## src/rtl/mem_arb_pkg.sv

```systemverilog
// Shared types and constants for the single-port memory arbiter.
package mem_arb_pkg;

  localparam int unsigned DEF_ADDR_W          = 16;
  localparam int unsigned DEF_DATA_W          = 16;
  localparam int unsigned DEF_MAX_DATA_STREAK = 4;

  typedef enum logic [1:0] {
    S_IDLE  = 2'd0,
    S_ISSUE = 2'd1,
    S_WAIT  = 2'd2,
    S_RESP  = 2'd3
  } arb_state_e;

  typedef enum logic {
    PORT_FETCH = 1'b0,
    PORT_DATA  = 1'b1
  } arb_port_e;

  // States in which a new winner may be picked.
  function automatic logic is_arb_state(input arb_state_e s);
    return (s == S_IDLE) || (s == S_RESP);
  endfunction

endpackage

```

## src/rtl/arb_streak_select.sv

```systemverilog
// Winner select between fetch and data, with a saturating data-streak
// counter that forces a fetch grant once data has won too many times.
module arb_streak_select
  import mem_arb_pkg::*;
#(
  parameter int unsigned MAX_DATA_STREAK = DEF_MAX_DATA_STREAK
) (
  input  logic clk,
  input  logic rst_n,
  input  logic arb_en,
  input  logic fetch_req,
  input  logic data_req,
  output logic pick_fetch_c,
  output logic pick_data_c
);

  localparam int unsigned STREAK_W = $clog2(MAX_DATA_STREAK + 1);
  localparam logic [STREAK_W-1:0] STREAK_MAX = STREAK_W'(MAX_DATA_STREAK);

  logic [STREAK_W-1:0] streak_q;
  logic                fetch_due_c;

  // Data has priority unless fetch has waited through a full streak.
  always_comb begin
    fetch_due_c  = fetch_req && (streak_q == STREAK_MAX);
    pick_data_c  = arb_en && data_req && !fetch_due_c;
    pick_fetch_c = arb_en && fetch_req && !pick_data_c;
  end

  always_ff @(posedge clk or negedge rst_n) begin
    if (!rst_n) begin
      streak_q <= '0;
    end else if (!fetch_req || pick_fetch_c) begin
      streak_q <= '0;
    end else if (pick_data_c && (streak_q != STREAK_MAX)) begin
      streak_q <= streak_q + STREAK_W'(1);
    end
  end

endmodule

```

## src/rtl/mem_arbiter.sv

```systemverilog
// Serialises instruction fetch and load/store onto one synchronous memory,
// one access at a time: ISSUE drives the strobes, WAIT captures, RESP replies.
module mem_arbiter
  import mem_arb_pkg::*;
#(
  parameter int unsigned ADDR_W          = DEF_ADDR_W,
  parameter int unsigned DATA_W          = DEF_DATA_W,
  parameter int unsigned MAX_DATA_STREAK = DEF_MAX_DATA_STREAK
) (
  input  logic              clock,
  input  logic              resetN,
  input  logic              fetchReq,
  input  logic [ADDR_W-1:0] fetchAddr,
  output logic              fetchGnt,
  output logic              fetchValid,
  output logic [DATA_W-1:0] fetchData,
  input  logic              dataReq,
  input  logic              dataWe,
  input  logic [ADDR_W-1:0] dataAddr,
  input  logic [DATA_W-1:0] dataWData,
  output logic              dataGnt,
  output logic              dataValid,
  output logic [DATA_W-1:0] dataRData,
  output logic              memEnable,
  output logic              memWriteEnable,
  output logic [ADDR_W-1:0] memAddress,
  output logic [DATA_W-1:0] memWriteData,
  input  logic [DATA_W-1:0] memReadData,
  output logic              busy
);

  arb_state_e state_q, state_d;
  arb_port_e  port_q, port_d;
  logic       we_q, we_d;

  logic arb_en_c;
  logic pick_fetch_c, pick_data_c;

  logic              fetch_gnt_d, data_gnt_d;
  logic              fetch_valid_d, data_valid_d;
  logic              mem_en_d, mem_we_d, busy_d;
  logic [ADDR_W-1:0] mem_addr_d;
  logic [DATA_W-1:0] mem_wdata_d, fetch_data_d, data_rdata_d;

  assign arb_en_c = is_arb_state(state_q);

  arb_streak_select #(
    .MAX_DATA_STREAK(MAX_DATA_STREAK)
  ) u_select (
    .clk         (clock),
    .rst_n       (resetN),
    .arb_en      (arb_en_c),
    .fetch_req   (fetchReq),
    .data_req    (dataReq),
    .pick_fetch_c(pick_fetch_c),
    .pick_data_c (pick_data_c)
  );

  always_ff @(posedge clock or negedge resetN) begin
    if (!resetN) begin
      state_q <= S_IDLE;
    end else begin
      state_q <= state_d;
    end
  end

  always_comb begin
    state_d = state_q;
    case (state_q)
      S_IDLE,
      S_RESP:  state_d = (pick_fetch_c || pick_data_c) ? S_ISSUE : S_IDLE;
      S_ISSUE: state_d = S_WAIT;
      S_WAIT:  state_d = S_RESP;
      default: state_d = S_IDLE;
    endcase
  end

  // Next values of every registered output; memory-side regs hold by default.
  always_comb begin
    port_d        = port_q;
    we_d          = we_q;
    fetch_gnt_d   = 1'b0;
    data_gnt_d    = 1'b0;
    fetch_valid_d = 1'b0;
    data_valid_d  = 1'b0;
    mem_en_d      = 1'b0;
    mem_we_d      = 1'b0;
    mem_addr_d    = memAddress;
    mem_wdata_d   = memWriteData;
    fetch_data_d  = fetchData;
    data_rdata_d  = dataRData;
    busy_d        = (state_d != S_IDLE);

    if (pick_data_c) begin
      port_d      = PORT_DATA;
      we_d        = dataWe;
      mem_addr_d  = dataAddr;
      mem_wdata_d = dataWData;
      data_gnt_d  = 1'b1;
      mem_en_d    = 1'b1;
      mem_we_d    = dataWe;
    end else if (pick_fetch_c) begin
      port_d      = PORT_FETCH;
      we_d        = 1'b0;
      mem_addr_d  = fetchAddr;
      mem_wdata_d = '0;
      fetch_gnt_d = 1'b1;
      mem_en_d    = 1'b1;
    end

    // Read data is valid in WAIT; the output data regs act as response regs.
    if (state_q == S_WAIT) begin
      if (port_q == PORT_DATA) begin
        data_valid_d = 1'b1;
        data_rdata_d = we_q ? '0 : memReadData;
      end else begin
        fetch_valid_d = 1'b1;
        fetch_data_d  = memReadData;
      end
    end
  end

  always_ff @(posedge clock or negedge resetN) begin
    if (!resetN) begin
      port_q         <= PORT_FETCH;
      we_q           <= 1'b0;
      fetchGnt       <= 1'b0;
      dataGnt        <= 1'b0;
      fetchValid     <= 1'b0;
      dataValid      <= 1'b0;
      memEnable      <= 1'b0;
      memWriteEnable <= 1'b0;
      memAddress     <= '0;
      memWriteData   <= '0;
      fetchData      <= '0;
      dataRData      <= '0;
      busy           <= 1'b0;
    end else begin
      port_q         <= port_d;
      we_q           <= we_d;
      fetchGnt       <= fetch_gnt_d;
      dataGnt        <= data_gnt_d;
      fetchValid     <= fetch_valid_d;
      dataValid      <= data_valid_d;
      memEnable      <= mem_en_d;
      memWriteEnable <= mem_we_d;
      memAddress     <= mem_addr_d;
      memWriteData   <= mem_wdata_d;
      fetchData      <= fetch_data_d;
      dataRData      <= data_rdata_d;
      busy           <= busy_d;
    end
  end

endmodule
```

## config.mk

```make
export PLATFORM = sky130hd
export DESIGN_NAME = mem_arbiter
export DESIGN_NICKNAME = d
export VERILOG_FILES = /design/src/rtl/mem_arb_pkg.sv /design/src/rtl/arb_streak_select.sv /design/src/rtl/mem_arbiter.sv
export SDC_FILE = /design/constraint.sdc
export NUM_CORES = 1
export LEC_CHECK = 0
export BUFFER_PORTS_ARGS = -buffer_cell sky130_fd_sc_hd__buf_2
export CAP_MARGIN = 20
export CORE_ASPECT_RATIO = 0.75
export CORE_UTILIZATION = 35
export DETAILED_ROUTE_END_ITERATION = 16
export GPL_TIMING_DRIVEN = 0
export PLACE_DENSITY = 0.66
export SLEW_MARGIN = 20
export SYNTH_ARGS = -nofsm -noshare
export SYNTH_HDL_FRONTEND = slang
export SYNTH_SLANG_ARGS = --single-unit
```

## constraint.sdc

```tcl
create_clock -name clock -period 1.6 [get_ports clock]
set_input_delay 0.08 -clock clock [delete_from_list [all_inputs] [get_ports clock]]
set_output_delay 0.08 -clock clock [all_outputs]
set_load 0.02 [all_outputs]
```

==> out/qor.csv <==
stage,metric,value,unit
power_and_ir_drop,Max rail drop VDD,1.023,mV
synthesis,Compound-Gate Fraction of Synth Area,16.24,%
clock_network,Root Buffer,clkbuf_16,
final_layout,# diodes,0,
final_layout,Final Net Count,535,
worst_setup_path,Critical Path End Type,register,
synthesis,Ys Warns,0,
timing,Max-slew headroom,70.88,%
worst_setup_path,critical path arrival,1820,ps
synthesis,register area share after synthesis,60.91,%
worst_setup_path,Crit-path slowest cell,dfrtp_1,
synthesis,"top cells by area, synth","dfrtp_1 (61%), o211ai_1 (7.5%), mux2_2 (5.6%), nand2_1 (4.7%), a22o_1 (4.6%)",
floorplanning,# rows,29,
status,status,"finished, violations left",
worst_setup_path,crit-path leading delay family,simple AND/OR/NAND/NOR gates,
timing,RSZ-0062 raised after global routing,yes,
timing,Final Critical Period,1602,ps
clock_network,"CTS clk-pin slew, worst paths",60,ps
final_layout,fin cells,576,
timing,pins over their slew limit,0,
worst_setup_path,CP required,1820,ps
synthesis,mux cell area share after synthesis,5.623,%
timing,worst-margin pin slew,436.8,ps
floorplanning,I/O pin total,140,
route,remaining routing DRC violations,0,
timing,post-route setup slack,-1.791,ps
status,violated checks,setup timing,
min_path,hold path start,dataAddr[5],
worst_setup_path,critical path buffer and inverter count,3,
job,number of max-cap violations,0,
floorplanning,Placeable Area,0.008672,sq mm
route,Detailed Routing Iterations Pass 1,4,
synthesis,synthesized area per cell,11.65,sq um
route,Iteration-0 DRC Markers,166,
worst_setup_path,CP Cell Sequence,inv_2 > ha_4 > and3_4 > or2_4 > inv_12 > buf_8 > a22o_1,
worst_setup_path,critical path depth in cells,7,
power_and_ir_drop,PwrDens,2258,mW/mm^2
worst_setup_path,Critical Path Source,u_select.streak_q[0]$_DFFE_PN0P_,
clock_network,CTS tree,built,
clock_network,CTS H-tree depth,3,
placement,Placed Cells,523,
min_path,WHS Path Cells,3,
floorplanning,Die H,84.87,um
power_and_ir_drop,Design Power,10.93,mW
timing,Fin Hold WS,8.742,ps
timing,Fin. Hold Viols,0,
final_layout,Filler Cell Count,757,
clock_network,Max Root-Sink Buffers,2,
min_path,Hold Crit Class,in2reg,
synthesis,simple-gate area share of the yosys netlist,9.606,%
synthesis,Yosys cell types,27,
global_routing,largest net degree at the start of global routing,49,
global_routing,grt ovf,0,
final_layout,proportion of layout cells with a drive suffix above 1,43.59,%
timing,final setup vio count,1,
timing,Worst Clk Skew,3.893,ps
placement,IO buf count,139,
floorplanning,die area,0.009546,sq mm
clock_network,Num Clock Sinks,78,
worst_setup_path,"setup slack, reg-to-reg",-2,ps
route,Vias per Instance,4.856,
worst_setup_path,Setup CP Type,reg2reg,
synthesis,XOR/XNOR Fraction of Synth Area,0,%
floorplanning,Initial Util,36.95,%
global_routing,first-pass GRT wire length,13.44,mm
final_layout,Area Growth Syn to Fin,51.00,%
synthesis,largest family of logic cells by synthesized area,compound AO/OA/AOI/OAI gates,
route,routed vias,2797,
synthesis,Seq cells post-synth,78,
worst_setup_path,Critical Path Start Type,register,
synthesis,Post-Syn Nets,347,
floorplanning,DIE WIDTH,112.5,um
synthesis,Synth Area in Adders,1.171,%
synthesis,cell count after synthesis,275,
global_routing,GRT Util Overall,18.05,%
worst_setup_path,worst flop-to-flop path startpoint,u_select.streak_q[0]$_DFFE_PN0P_,
clock_network,Inserted Clock Buffers,9,
worst_setup_path,Worst R2R Path Depth,7,
timing,Peak Freq,624.3,MHz
timing,period utilisation layout,100.1,%
synthesis,Yosys top cell by area,dfrtp_1,
placement,placed cell area,0.004075,sq mm
synthesis,Mapped Area,0.003204,sq mm
global_routing,initial antenna violation count,0,
final_layout,Final Util,55.79,%
worst_setup_path,max incr delay on CP,400,ps
final_layout,post-route cell area,0.004838,sq mm
route,Routed WL per cell,14.63,um
route,remaining antenna violation count,0,
route,final WL,8.424,mm
power_and_ir_drop,Leak,2.472,nW
placement,gp weighted congestion,0.8016,
synthesis,top-area cell type share of the netlist area,60.91,%
clock_network,clk_lat worst skew,330,ps
worst_setup_path,CP max FO,6,
placement,dpl hpwl,5.654,mm
global_routing,vias in the first global route,2681,
## cells in the final DEF (no fill, tap or decap), types with 2 or more instances in the layout
cell,instances
ha_4,2
clkinvlp_4,2
o21ai_0,15
o211ai_1,32
buf_8,2
a22o_1,17
buf_6,2
clkbuf_1,5
inv_6,3
nand2b_1,17
a21boi_0,4
inv_2,3
dfrtp_1,78
bufinv_16,2
dlygate4sd3_1,26
buf_2,139
clkbuf_2,3
nand3_1,2
inv_1,20
o21ai_1,2
nand2_1,39
buf_4,11
clkbuf_16,10
mux2_2,16
## power breakdown
group          switching (mW)  leakage, nW  internal [mW]  total (mW)
Clock                   0.831        0.156           1.42        2.25
Combinational            3.07         1.35           2.22        5.29
Sequential              0.477        0.962           2.91        3.38
Total                    4.38         2.47           6.55        10.9
## repair_timing
action,4_1_cts,5_1_grt
pin swaps,5,11
setup buffers,11,2
hold endpoints to repair,56,0
resized for setup,15,5
cloned,0,2
setup endpoints to repair,48,45
hold buffers,26,0
## sequential cells by signal, summed over array words and instances, names as in the netlist, 2 cells and up
signal and count:
state_q 2, memAddress 16, u_select.streak_q 3, memWriteData 16
fetchData 16, dataRData 16
## tightest hold or removal path, delay by kind of cell
family	cells	cell delay [ps]
AO/OA/AOI/OAI	1	80
buffers and inverters	2	130
## through the flow
step,setup slack [ps],TNS (ps)
floorplan,-5.151,-41.21
global placement,-289.1,-12460
detailed placement,-368.5,-5859
CTS,-54.28,-491.5
global route,-52.84,-396.3
finish,-1.791,-1.791
## logic make-up after synthesis
family          after synthesis
flops                        78
mux                          16
buf+inv                      41
simple gates                 65
compound gates               72
fa+ha+maj                     3
## layer usage
layer / wire length, um / track usage [%] / vias to the layer above
met5: 0 / 0 / -
met4: 111 / 6.182 / 0
met3: 571 / 5.071 / 13
met2: 3805 / 28.12 / 128
met1: 3934 / 24.40 / 1333
li1: - / - / 1323
## final timing paths
kind | endpoint
max | memWriteData[12]$_DFFE_PN0P_
min | memAddress[5]$_DFFE_PN0P_
max reg2reg | memWriteData[12]$_DFFE_PN0P_
min reg2reg | dataRData[12]$_DFFE_PN0P_
max in group asynchronous | memAddress[10]$_DFFE_PN0P_
min in group asynchronous | fetchData[15]$_DFFE_PN0P_
## synthesized netlist by cell type
master	n
a21o_1	1
ha_1	3
inv_8	1
inv_2	1
a21boi_0	4
and3_1	1
a22o_1	17
inv_1	22
buf_6	3
o21ai_2	1
nor3b_1	1
buf_4	1
nand2_1	40
clkbuf_1	10
o21ai_1	2
o211ai_1	32
nand3_1	2
buf_12	1
o21ai_0	15
dfrtp_1	78
buf_2	2
or2_4	1
and2_1	1
nand4b_1	1
nor2_1	1
mux2_2	16
nand2b_1	17
## final cells by class
| cell class | count | area, sq um | area share [%] |
|---|---|---|---|
| Buffer | 13 | 80.08 | 1.655 |
| Multi-Input combinational cell | 156 | 1100 | 22.73 |
| Clock inverter | 6 | 92.59 | 1.914 |
| Sequential cell | 78 | 1952 | 40.34 |
| Inverter | 24 | 102.6 | 2.120 |
| Tap cell | 108 | 135.1 | 2.793 |
| Clock buffer | 10 | 239.0 | 4.939 |
| Timing Repair inverter | 1 | 8.758 | 0.1810 |
| Timing Repair Buffer | 180 | 1129 | 23.33 |
Note: power is estimated with default switching activity, not from simulation.
